[src/rtl/rca_mpadd_seq_if.sv]
// Operand/result stream bundle for the multi-precision add/subtract sequencer.
// Latency: none (wires only); the sequencer registers the result side.
// Backpressure: in_ready/out_ready valid-ready handshakes; out_ovf present only with RCA_MPADD_SEQ_OVF_EN.
interface rca_mpadd_seq_if #(
  parameter int BITS = 32
);
  logic            in_valid;
  logic            in_ready;
  logic [BITS-1:0] in_a;
  logic [BITS-1:0] in_b;
  logic            out_valid;
  logic            out_ready;
  logic [BITS-1:0] out_sum;
  logic            out_last;
  logic            out_carry;
`ifdef RCA_MPADD_SEQ_OVF_EN
  logic            out_ovf;

  // Operand source / result sink side.
  modport master (
    output in_valid, in_a, in_b, out_ready,
    input  in_ready, out_valid, out_sum, out_last, out_carry, out_ovf
  );

  // Sequencer side.
  modport slave (
    input  in_valid, in_a, in_b, out_ready,
    output in_ready, out_valid, out_sum, out_last, out_carry, out_ovf
  );
`else
  // Operand source / result sink side.
  modport master (
    output in_valid, in_a, in_b, out_ready,
    input  in_ready, out_valid, out_sum, out_last, out_carry
  );

  // Sequencer side.
  modport slave (
    input  in_valid, in_a, in_b, out_ready,
    output in_ready, out_valid, out_sum, out_last, out_carry
  );
`endif
endinterface

[src/rtl/rca_mpadd_seq.sv]
// Multi-precision add/subtract: WORDS word pairs (LS first) through one BITS-wide ripple-carry adder.
// Latency: 1 cycle from input handshake to out_valid; one word per cycle while out_ready stays high.
// Backpressure: a stalled output drops in_ready; optional out_ovf via macro RCA_MPADD_SEQ_OVF_EN.

// Plain ripple-carry adder; c_msb is the carry into the top bit, used for signed overflow.
module rca #(
  parameter int BITS = 32
) (
  input  logic [BITS-1:0] a,
  input  logic [BITS-1:0] b,
  input  logic            c_in,
  output logic [BITS-1:0] sum,
  output logic            c_msb,
  output logic            c_out
);
  // Bit-serial carry chain, LSB to MSB.
  always_comb begin
    logic cy;
    cy    = c_in;
    c_msb = 1'b0;
    sum   = '0;
    for (int i = 0; i < BITS; i++) begin
      if (i == BITS - 1) c_msb = cy;
      sum[i] = a[i] ^ b[i] ^ cy;
      cy     = (a[i] & b[i]) | (cy & (a[i] ^ b[i]));
    end
    c_out = cy;
  end
endmodule

module rca_mpadd_seq #(
  parameter int BITS  = 32,
  parameter int WORDS = 4
) (
  input  logic                clk,
  input  logic                rst_n,
  input  logic                start,
  input  logic                sub,
  output logic                busy,
  output logic                done,
  rca_mpadd_seq_if.slave      bus
);
  localparam int CW = $clog2(WORDS) + 1;
  localparam logic [CW-1:0] LAST_IDX = CW'(WORDS - 1);

  typedef enum logic [1:0] {IDLE, RUN, DRAIN} state_t;

  state_t          state_q, state_d;
  logic [CW-1:0]   cnt_q;
  logic            sub_q;
  logic            carry_q;
  logic            out_valid_q;
  logic [BITS-1:0] out_sum_q;
  logic            out_last_q;
  logic            out_carry_q;
  logic            done_q;

  logic [BITS-1:0] b_eff;
  logic [BITS-1:0] add_sum;
  logic            add_c_msb;
  logic            add_c_out;
  logic            in_fire;
  logic            out_fire;
  logic            is_last;

  // Subtraction is A + ~B + 1: the +1 enters as the initial carry_q.
  assign b_eff    = sub_q ? ~bus.in_b : bus.in_b;
  assign in_fire  = bus.in_valid && bus.in_ready;
  assign out_fire = out_valid_q && bus.out_ready;
  assign is_last  = (cnt_q == LAST_IDX);

  rca #(.BITS(BITS)) u_rca (
    .a     (bus.in_a),
    .b     (b_eff),
    .c_in  (carry_q),
    .sum   (add_sum),
    .c_msb (add_c_msb),
    .c_out (add_c_out)
  );

  // State register.
  always_ff @(posedge clk or negedge rst_n) begin
    if (!rst_n) state_q <= IDLE;
    else        state_q <= state_d;
  end

  // Next-state logic; start only matters in IDLE.
  always_comb begin
    state_d = state_q;
    case (state_q)
      IDLE:    if (start)                   state_d = RUN;
      RUN:     if (in_fire && is_last)      state_d = DRAIN;
      DRAIN:   if (out_fire && out_last_q)  state_d = IDLE;
      default:                              state_d = IDLE;
    endcase
  end

  // State-derived outputs: busy flag and input acceptance.
  always_comb begin
    busy         = (state_q != IDLE);
    bus.in_ready = (state_q == RUN) && (!out_valid_q || bus.out_ready);
  end

  // Carry chain, word counter and registered result stream.
  always_ff @(posedge clk or negedge rst_n) begin
    if (!rst_n) begin
      cnt_q       <= '0;
      sub_q       <= 1'b0;
      carry_q     <= 1'b0;
      out_valid_q <= 1'b0;
      out_sum_q   <= '0;
      out_last_q  <= 1'b0;
      out_carry_q <= 1'b0;
      done_q      <= 1'b0;
    end else begin
      if (state_q == IDLE && start) begin
        sub_q   <= sub;
        carry_q <= sub;
        cnt_q   <= '0;
      end
      if (in_fire) begin
        out_sum_q   <= add_sum;
        out_valid_q <= 1'b1;
        out_last_q  <= is_last;
        carry_q     <= add_c_out;
        out_carry_q <= add_c_out;
        cnt_q       <= cnt_q + 1'b1;
      end else if (out_fire) begin
        out_valid_q <= 1'b0;
      end
      done_q <= (state_q == DRAIN) && out_fire && out_last_q;
    end
  end

`ifdef RCA_MPADD_SEQ_OVF_EN
  logic out_ovf_q;

  // Signed overflow only means something on the most significant word.
  always_ff @(posedge clk or negedge rst_n) begin
    if (!rst_n)       out_ovf_q <= 1'b0;
    else if (in_fire) out_ovf_q <= is_last ? (add_c_msb ^ add_c_out) : 1'b0;
  end

  assign bus.out_ovf = out_ovf_q;
`else
  logic unused_c_msb;
  assign unused_c_msb = add_c_msb;
`endif

  assign bus.out_valid = out_valid_q;
  assign bus.out_sum   = out_sum_q;
  assign bus.out_last  = out_last_q;
  assign bus.out_carry = out_carry_q;
  assign done          = done_q;
endmodule

[src/flat_wrapper.sv]
// flat-port wrapper written by rule: the top's interface ports become plain ports
module rca_mpadd_seq_flat 
#(
  parameter int BITS  = 32,
  parameter int WORDS = 4
)
  (clk, rst_n, start, sub, busy, done, bus_in_valid, bus_in_a, bus_in_b, bus_out_ready, bus_in_ready, bus_out_valid, bus_out_sum, bus_out_last, bus_out_carry);
  rca_mpadd_seq_if #(.BITS(BITS)) bus_i ();
  input  logic clk;
  input  logic rst_n;
  input  logic start;
  input  logic sub;
  output logic busy;
  output logic done;
  input wire logic [$bits(bus_i.in_valid)-1:0] bus_in_valid;
  input wire logic [$bits(bus_i.in_a)-1:0] bus_in_a;
  input wire logic [$bits(bus_i.in_b)-1:0] bus_in_b;
  input wire logic [$bits(bus_i.out_ready)-1:0] bus_out_ready;
  output wire logic [$bits(bus_i.in_ready)-1:0] bus_in_ready;
  output wire logic [$bits(bus_i.out_valid)-1:0] bus_out_valid;
  output wire logic [$bits(bus_i.out_sum)-1:0] bus_out_sum;
  output wire logic [$bits(bus_i.out_last)-1:0] bus_out_last;
  output wire logic [$bits(bus_i.out_carry)-1:0] bus_out_carry;
  assign bus_i.in_valid = bus_in_valid;
  assign bus_i.in_a = bus_in_a;
  assign bus_i.in_b = bus_in_b;
  assign bus_i.out_ready = bus_out_ready;
  assign bus_in_ready = bus_i.in_ready;
  assign bus_out_valid = bus_i.out_valid;
  assign bus_out_sum = bus_i.out_sum;
  assign bus_out_last = bus_i.out_last;
  assign bus_out_carry = bus_i.out_carry;
  rca_mpadd_seq #(.BITS(BITS), .WORDS(WORDS)) u_core (.clk(clk), .rst_n(rst_n), .start(start), .sub(sub), .busy(busy), .done(done), .bus(bus_i));
endmodule
[config.mk]
export PLATFORM = sky130hd
export DESIGN_NAME = rca_mpadd_seq_flat
export DESIGN_NICKNAME = d
export VERILOG_FILES = /design/src/rtl/rca_mpadd_seq_if.sv /design/src/rtl/rca_mpadd_seq.sv /design/src/flat_wrapper.sv
export SDC_FILE = /design/constraint.sdc
export NUM_CORES = 1
export LEC_CHECK = 0
export BUFFER_PORTS_ARGS = -buffer_cell sky130_fd_sc_hd__buf_2
export CAP_MARGIN = 40
export CELL_PAD_IN_SITES_DETAIL_PLACEMENT = 1
export CELL_PAD_IN_SITES_GLOBAL_PLACEMENT = 1
export CORE_ASPECT_RATIO = 0.7
export CORE_MARGIN = 2
export CORE_UTILIZATION = 41
export CTS_BUF_LIST = sky130_fd_sc_hd__clkbuf_4 sky130_fd_sc_hd__clkbuf_8 sky130_fd_sc_hd__clkbuf_16
export CTS_CLUSTER_DIAMETER = 50
export DETAILED_ROUTE_END_ITERATION = 10
export PLACE_DENSITY_LB_ADDON = 0.2
export SYNTH_ARGS = -nofsm -noshare
export SYNTH_HDL_FRONTEND = slang
export SYNTH_SLANG_ARGS = --single-unit
[constraint.sdc]
create_clock -name clk -period 24.8 [get_ports clk]
set_input_delay 2.48 -clock clk [delete_from_list [all_inputs] [get_ports clk]]
set_output_delay 2.48 -clock clk [all_outputs]
set_load 0.005 [all_outputs]
==> impl_metrics.yaml, run 1 <==
outcome:
  outcome: "complete, no violations"
critical_path:
  crit_buf_inv: 4
  cp_common_cell: "fa_1"
  slowest_delay_ps: 430
  path_delay_family: "adder cells"
  start_kind: "input port"
  reg2reg_depth: 37
  cp.required_ps: 24980
  critPathMaxFanout: 1
  crit_path_end_kind: "register"
  path_class: "input port to register"
  timing.rr.end: "u_core.bus.out_sum[31]"
  r2r-start: "u_core.sub_q"
  crit_slowest_cell: "fa_1"
  crit_arrival_ps: 15640
  r2r_slack_ps: 10910
timing:
  rsz0062_at_grt: "no"
  max_slew_margin: 0.625
  slew_violations: 0
  worst_pin_slew_ps: 562
  fin_setup_tns_ps: 0
  min_period_ps: 15460
  finClkSkew_ps: 5.71
  final.setup.worst_slack_ps: 9340
  fmaxAchievable_mhz: 64.7
  hold_viol_final: 0
  fin_crit_sh: 0.623
  setup_viol: 0
clocking:
  cts_resized: 0
  cts_tree: "built"
  cts_hold_buf: 0
  clockRootBuffer: "clkbuf_8"
  cts_setup_buffers: 0
  cts_max_path_buffers: 2
  clock_latency_ps: 290
  h-tree-depth: 2
  clk_pin_slew_ps: 90
  clock-sinks: 43
  numCtsBuffers: 5
routing:
  dr.pass1.iters: 4
  wl_per_cell_um: 13.9
  routed_wl_um: 6190
  drtAntennaViolNets: 0
  dr.first_iter.drc_count: 27
  drt-vias-per-instance: 4.36
  drc: 0
  via_count: 1937
placed_design:
  hpwl_um: 5140
  gp_congestion: 0.703
  port_buffers: 107
  post-place-ws_ps: 8970
grt:
  antenna_found_initial: 0
  track_usage: 0.177
  grt-ovfl-total: 0
  grt_max_degree: 44
  grt_pass1_vias: 2202
  grt_pass1_wl_um: 10200
logic_synthesis:
  ys_seq_elements: 43
  synth-simple-area-share: 0.0275
  synth_top_family_by_area: "adder cells"
  synthXorXnorAreaFrac: 0.0992
  synth_compound_area_frac: 0.00487
  synth-seq-area-share: 0.381
  synth.distinct_cells: 23
  synthMuxAreaShare: 0.147
  synthCells: 240
  netlist_area_um2: 2830
  syn_avg_cell_area_um2: 11.8
  synth_fa_ha_area_frac: 0.236
  syn_nets: 344
  ys_warn_count: 0
die:
  dieArea_um2: 7580
  initial_utilization: 0.420
  die_h_um: 73.5
  top_level_ports: 108
  die-width_um: 103
  rows: 25
  core-area_um2: 6730
power:
  power.leakage_nw: 2.02
  power_density_nw_per_um2: 120
  ir_drop_uv: 62.1
cells_and_area:
  syn_to_final_growth_pct: 28.5
  layout-drive-gt1-share: 0.366
  diodes: 0
  final_nets: 453
hold_path:
  worst_hold_path_type: "register to register"
  hold_end: "u_core.cnt_q[0]"
  min-delay-start: "u_core.cnt_q[0]"
  whs_path_depth: 1
flow_run:
  drv_cap: 0
## routing by layer
layer / GRT usage / wire [um] / part of all wire
met1: 0.213 / 2460 / 0.40
met2: 0.325 / 3310 / 0.54
met3: 0.0466 / 381 / 0.062
met4: 0.0307 / 29 / 0.0047
met5: 0 / 0 / 0
## report_power, final
| part | total, mW | internal [mW] | switching, mW |
|---|---|---|---|
| logic | 0.238 | 0.123 | 0.115 |
| registers | 0.131 | 0.106 | 0.0254 |
| clock network | 0.0652 | 0.0402 | 0.0250 |
| total | 0.435 | 0.269 | 0.166 |
## metrics by stage
step           cells  utilization  instance area (um2)  hold WS, ps  power (mW)
6_report         444        0.540                 3630          508       0.435
4_1_cts          444        0.540                 3630          507       0.445
2_1_floorplan    240            -                 2830          452       0.286
3_3_place_gp     434        0.513                 3450          477       0.353
5_1_grt          444        0.540                 3630          536       0.480
3_5_place_dp     436        0.519                 3490          484       0.377
## cells by family (layout without fill, tap and decap cells)
group,Yosys count,in the layout
compound gates,2,2
xor+xnor,32,32
fa+ha+maj,34,34
buf+inv,76,186
flops,43,43
mux,40,40
simple gates,13,13
## worst register-to-register path: cells and delay by family, from the launching register on
kind / cells / cell delay (ps)
mux: 1 / 270
fa+ha+maj: 32 / 12450
xor+xnor: 1 / 170
buf+inv: 3 / 200
flops: 1 / 680
## synth_stat cells
cell      count  area, um2
xnor2_1      30        263
nand2b_1      1       6.26
clkbuf_1      1       3.75
buf_2         8       40.0
nand3b_1      1       7.51
a311oi_1      1       8.76
dfrtp_1      43       1080
and3b_1       1       8.76
fa_1         32        641
nand3_1       1       5.00
mux2_2        5       56.3
nor3b_1       1       7.51
nand2_1       4       15.0
xor2_1        2       17.5
inv_1        67        251
o21ai_0       1       5.00
nor2_1        1       3.75
or2_2         1       6.26
mux2_4        2       30.0
or3b_1        1       8.76
mux2i_1      33        330
nand4b_1      1       8.76
ha_1          2       25.0
## cells in the final DEF (no fill, tap or decap)
cell and n:
nor3b_1 1, mux2i_1 33, ha_1 2, mux2_2 5, dfrtp_1 42, xnor2_1 30, buf_8 1, inv_1 67
xor2_1 2, bufinv_16 2, o21ai_0 1, buf_4 2, buf_16 1, nand2_1 4, mux2_4 2, or2_2 1
nor2_1 1, and3b_1 1, fa_1 32, a311oi_1 1, nand2b_1 1, nand3b_1 1, buf_2 107, nand3_1 1
clkinvlp_4 1, dfrtp_2 1, clkbuf_8 5, nand4b_1 1, or3b_1 1
## layout make-up
class | count | area, um2
Multi-Input combinational cell | 121 | 1450
Tap cell | 94 | 118
Clock inverter | 3 | 67.6
Sequential cell | 43 | 1080
Fill cell | 778 | 3100
Timing Repair Buffer | 111 | 593
Clock buffer | 5 | 68.8
Inverter | 67 | 251
## state kept, by name, summed over array words and instances, names as in the netlist
name and cells:
u_core.bus.out_carry 1, u_core.bus.out_last 1, u_core.bus.out_sum 32, u_core.bus.out_valid 1, u_core.carry_q 1, u_core.cnt_q 3, u_core.done 1, u_core.state_q 2
u_core.sub_q 1
## worst max path at each step
stage	slack [ps]	to	cells after the start	start
after floorplan	9750	u_core.bus.out_sum[31]	37	bus_in_b[0]
after global placement	9280	u_core.bus.out_sum[31]	38	bus_in_b[0]
after detailed placement	8970	u_core.bus.out_sum[31]	38	bus_in_b[0]
after CTS	9250	u_core.bus.out_sum[31]	38	bus_in_b[0]
after global routing	8940	u_core.bus.out_sum[31]	38	bus_in_b[0]
final	9340	u_core.bus.out_sum[31]	38	bus_in_b[0]
No activity file was read; power rests on OpenSTA's default activity.
==> run 2, diff against run 1 <==
- CORE_UTILIZATION: 41 -> 34
- clock period: 24.8 -> 12.6 ns (I/O delays scaled with it)
==> impl_metrics.yaml, run 2 (synthesized netlist as in run 1, its figures left out) <==
outcome:
  outcome: "finished, violations left"
  violations: "design-rule violations, negative setup slack"
timing:
  max_slew_margin: 0.613
  finClkSkew_ps: 5.11
  min_period_ps: 12820
  slew_violations: 0
  fmaxAchievable_mhz: 78.0
  rsz0062_at_grt: "yes"
  fin_crit_sh: 1.02
  holdWs_ps: 504
  setup_viol: 1
  worst_pin_slew_ps: 581
  final.setup.worst_slack_ps: -222
  hold_viol_final: 0
  fin_setup_tns_ps: -222
placed_design:
  gp_congestion: 0.721
  port_buffers: 107
  hpwl_um: 5220
  placed_cell_area_um2: 3570
cells_and_area:
  syn_to_final_growth_pct: 33.4
  largest_reg_flops: 32
  final_cell_mix: "buf_2, inv_1, dfrtp_1"
  layout-drive-gt1-share: 0.469
  fin_util: 0.473
  final_nets: 453
  diodes: 0
  fin_area_um2: 3770
  final_common_cell: "buf_2"
die:
  core-area_um2: 7970
  dieArea_um2: 9070
  initial_utilization: 0.354
  die_h_um: 80.3
  die-width_um: 113
  rows: 27
  top_level_ports: 108
clocking:
  cts_max_path_buffers: 2
  clk_pin_slew_ps: 60
  cts_setup_buffers: 0
  clockRootBuffer: "clkbuf_16"
  cts_hold_buf: 0
  clock-sinks: 43
  h-tree-depth: 2
  numCtsBuffers: 5
  clock_latency_ps: 280
  cts_tree: "built"
routing:
  drc: 5
  dr.first_iter.drc_count: 39
  wl_per_cell_um: 14.3
  drt-vias-per-instance: 4.30
  via_count: 1939
  drtAntennaViolNets: 0
  dr.pass1.iters: 7
  routed_wl_um: 6430
hold_path:
  min-delay-start: "u_core.cnt_q[0]"
  worst_hold_path_type: "register to register"
  whs_path_depth: 1
  hold_end: "u_core.cnt_q[0]"
grt:
  grtUsageMet1: 0.174
  track_usage: 0.154
  grt_max_degree: 32
  grt_pass1_wl_um: 10700
  antenna_found_initial: 0
  grtUsageMet3: 0.0392
  grt-ovfl-total: 0
  grt_pass1_vias: 2255
  top_usage_layer: "met2"
  met2_usage: 0.292
critical_path:
  crit_path_end_kind: "register"
  reg2reg_depth: 37
  path_delay_family: "adder cells"
  cp.required_ps: 12770
  start_kind: "input port"
  slowest_delay_ps: 410
  crit_slowest_cell: "fa_2"
  cp_common_cell: "fa_2"
  critPathMaxFanout: 1
  r2r_slack_ps: 380
  r2r-start: "u_core.sub_q"
  crit_arrival_ps: 12990
  path_class: "input port to register"
  crit_buf_inv: 4
  timing.rr.end: "u_core.bus.out_sum[31]"
power:
  ir_drop_uv: 79.6
  power.leakage_nw: 2.02
  power_density_nw_per_um2: 238
flow_run:
  drv_cap: 0
## run 2: cell count changes in the layout (fill, tap and decap cells not counted), moves of 3 or more
| cell | delta |
|---|---|
| fa_2 | +32 |
| inv_2 | +3 |
| fa_1 | -32 |
| clkbuf_8 | -4 |
| inv_1 | -3 |
| clkbuf_16 | +5 |
## run 2: timing repair
action                     CTS  global route
cloned                       0             0
hold endpoints to repair     0             0
setup endpoints to repair    3             4
gates resized for setup      5             5
## run 2: routing by layer
| layer | wire length, um | up-vias | part of all wire |
|---|---|---|---|
| met5 | 0 | - | 0 |
| met3 | 384 | 5 | 0.060 |
| li1 | - | 917 | - |
| met2 | 3400 | 54 | 0.53 |
| met4 | 66 | 0 | 0.010 |
| met1 | 2570 | 963 | 0.40 |
## run 2: per-stage QoR
stage | worst slack [ps] | power, mW | instances
6_report | -222 | 0.897 | 451
5_1_grt | -501 | 0.998 | 451
4_1_cts | -301 | 0.917 | 451
3_5_place_dp | -667 | 0.756 | 443
3_3_place_gp | -405 | 0.719 | 441
2_1_floorplan | -68.1 | 0.579 | 240
## run 2: how the worst max path moves through the flow
stage | endpoint | depth (start not counted) | from
2_1_floorplan | u_core.bus.out_sum[31] | 37 | bus_in_b[0]
3_3_place_gp | u_core.bus.out_sum[31] | 38 | bus_in_b[0]
3_5_place_dp | u_core.bus.out_sum[31] | 38 | bus_in_b[0]
5_1_grt | u_core.bus.out_sum[31] | 38 | bus_in_b[0]
4_1_cts | u_core.bus.out_sum[31] | 38 | bus_in_b[0]
6_report | u_core.bus.out_sum[31] | 38 | bus_in_b[0]
## run 2: power by group
group | internal, mW | switching [mW]
Combinational | 0.252 | 0.242
Sequential | 0.209 | 0.0402
Clock | 0.0986 | 0.0542
## run 2: area by class of cell
| cell class | instances | area (um2) |
|---|---|---|
| clock inverters | 2 | 35.0 |
| well taps | 101 | 126 |
| inverters | 67 | 251 |
| fillers | 904 | 4200 |
| multi-input cells | 121 | 1550 |
| flip-flops and latches | 43 | 1080 |
| repair buffers | 111 | 596 |
| clock buffers | 6 | 139 |
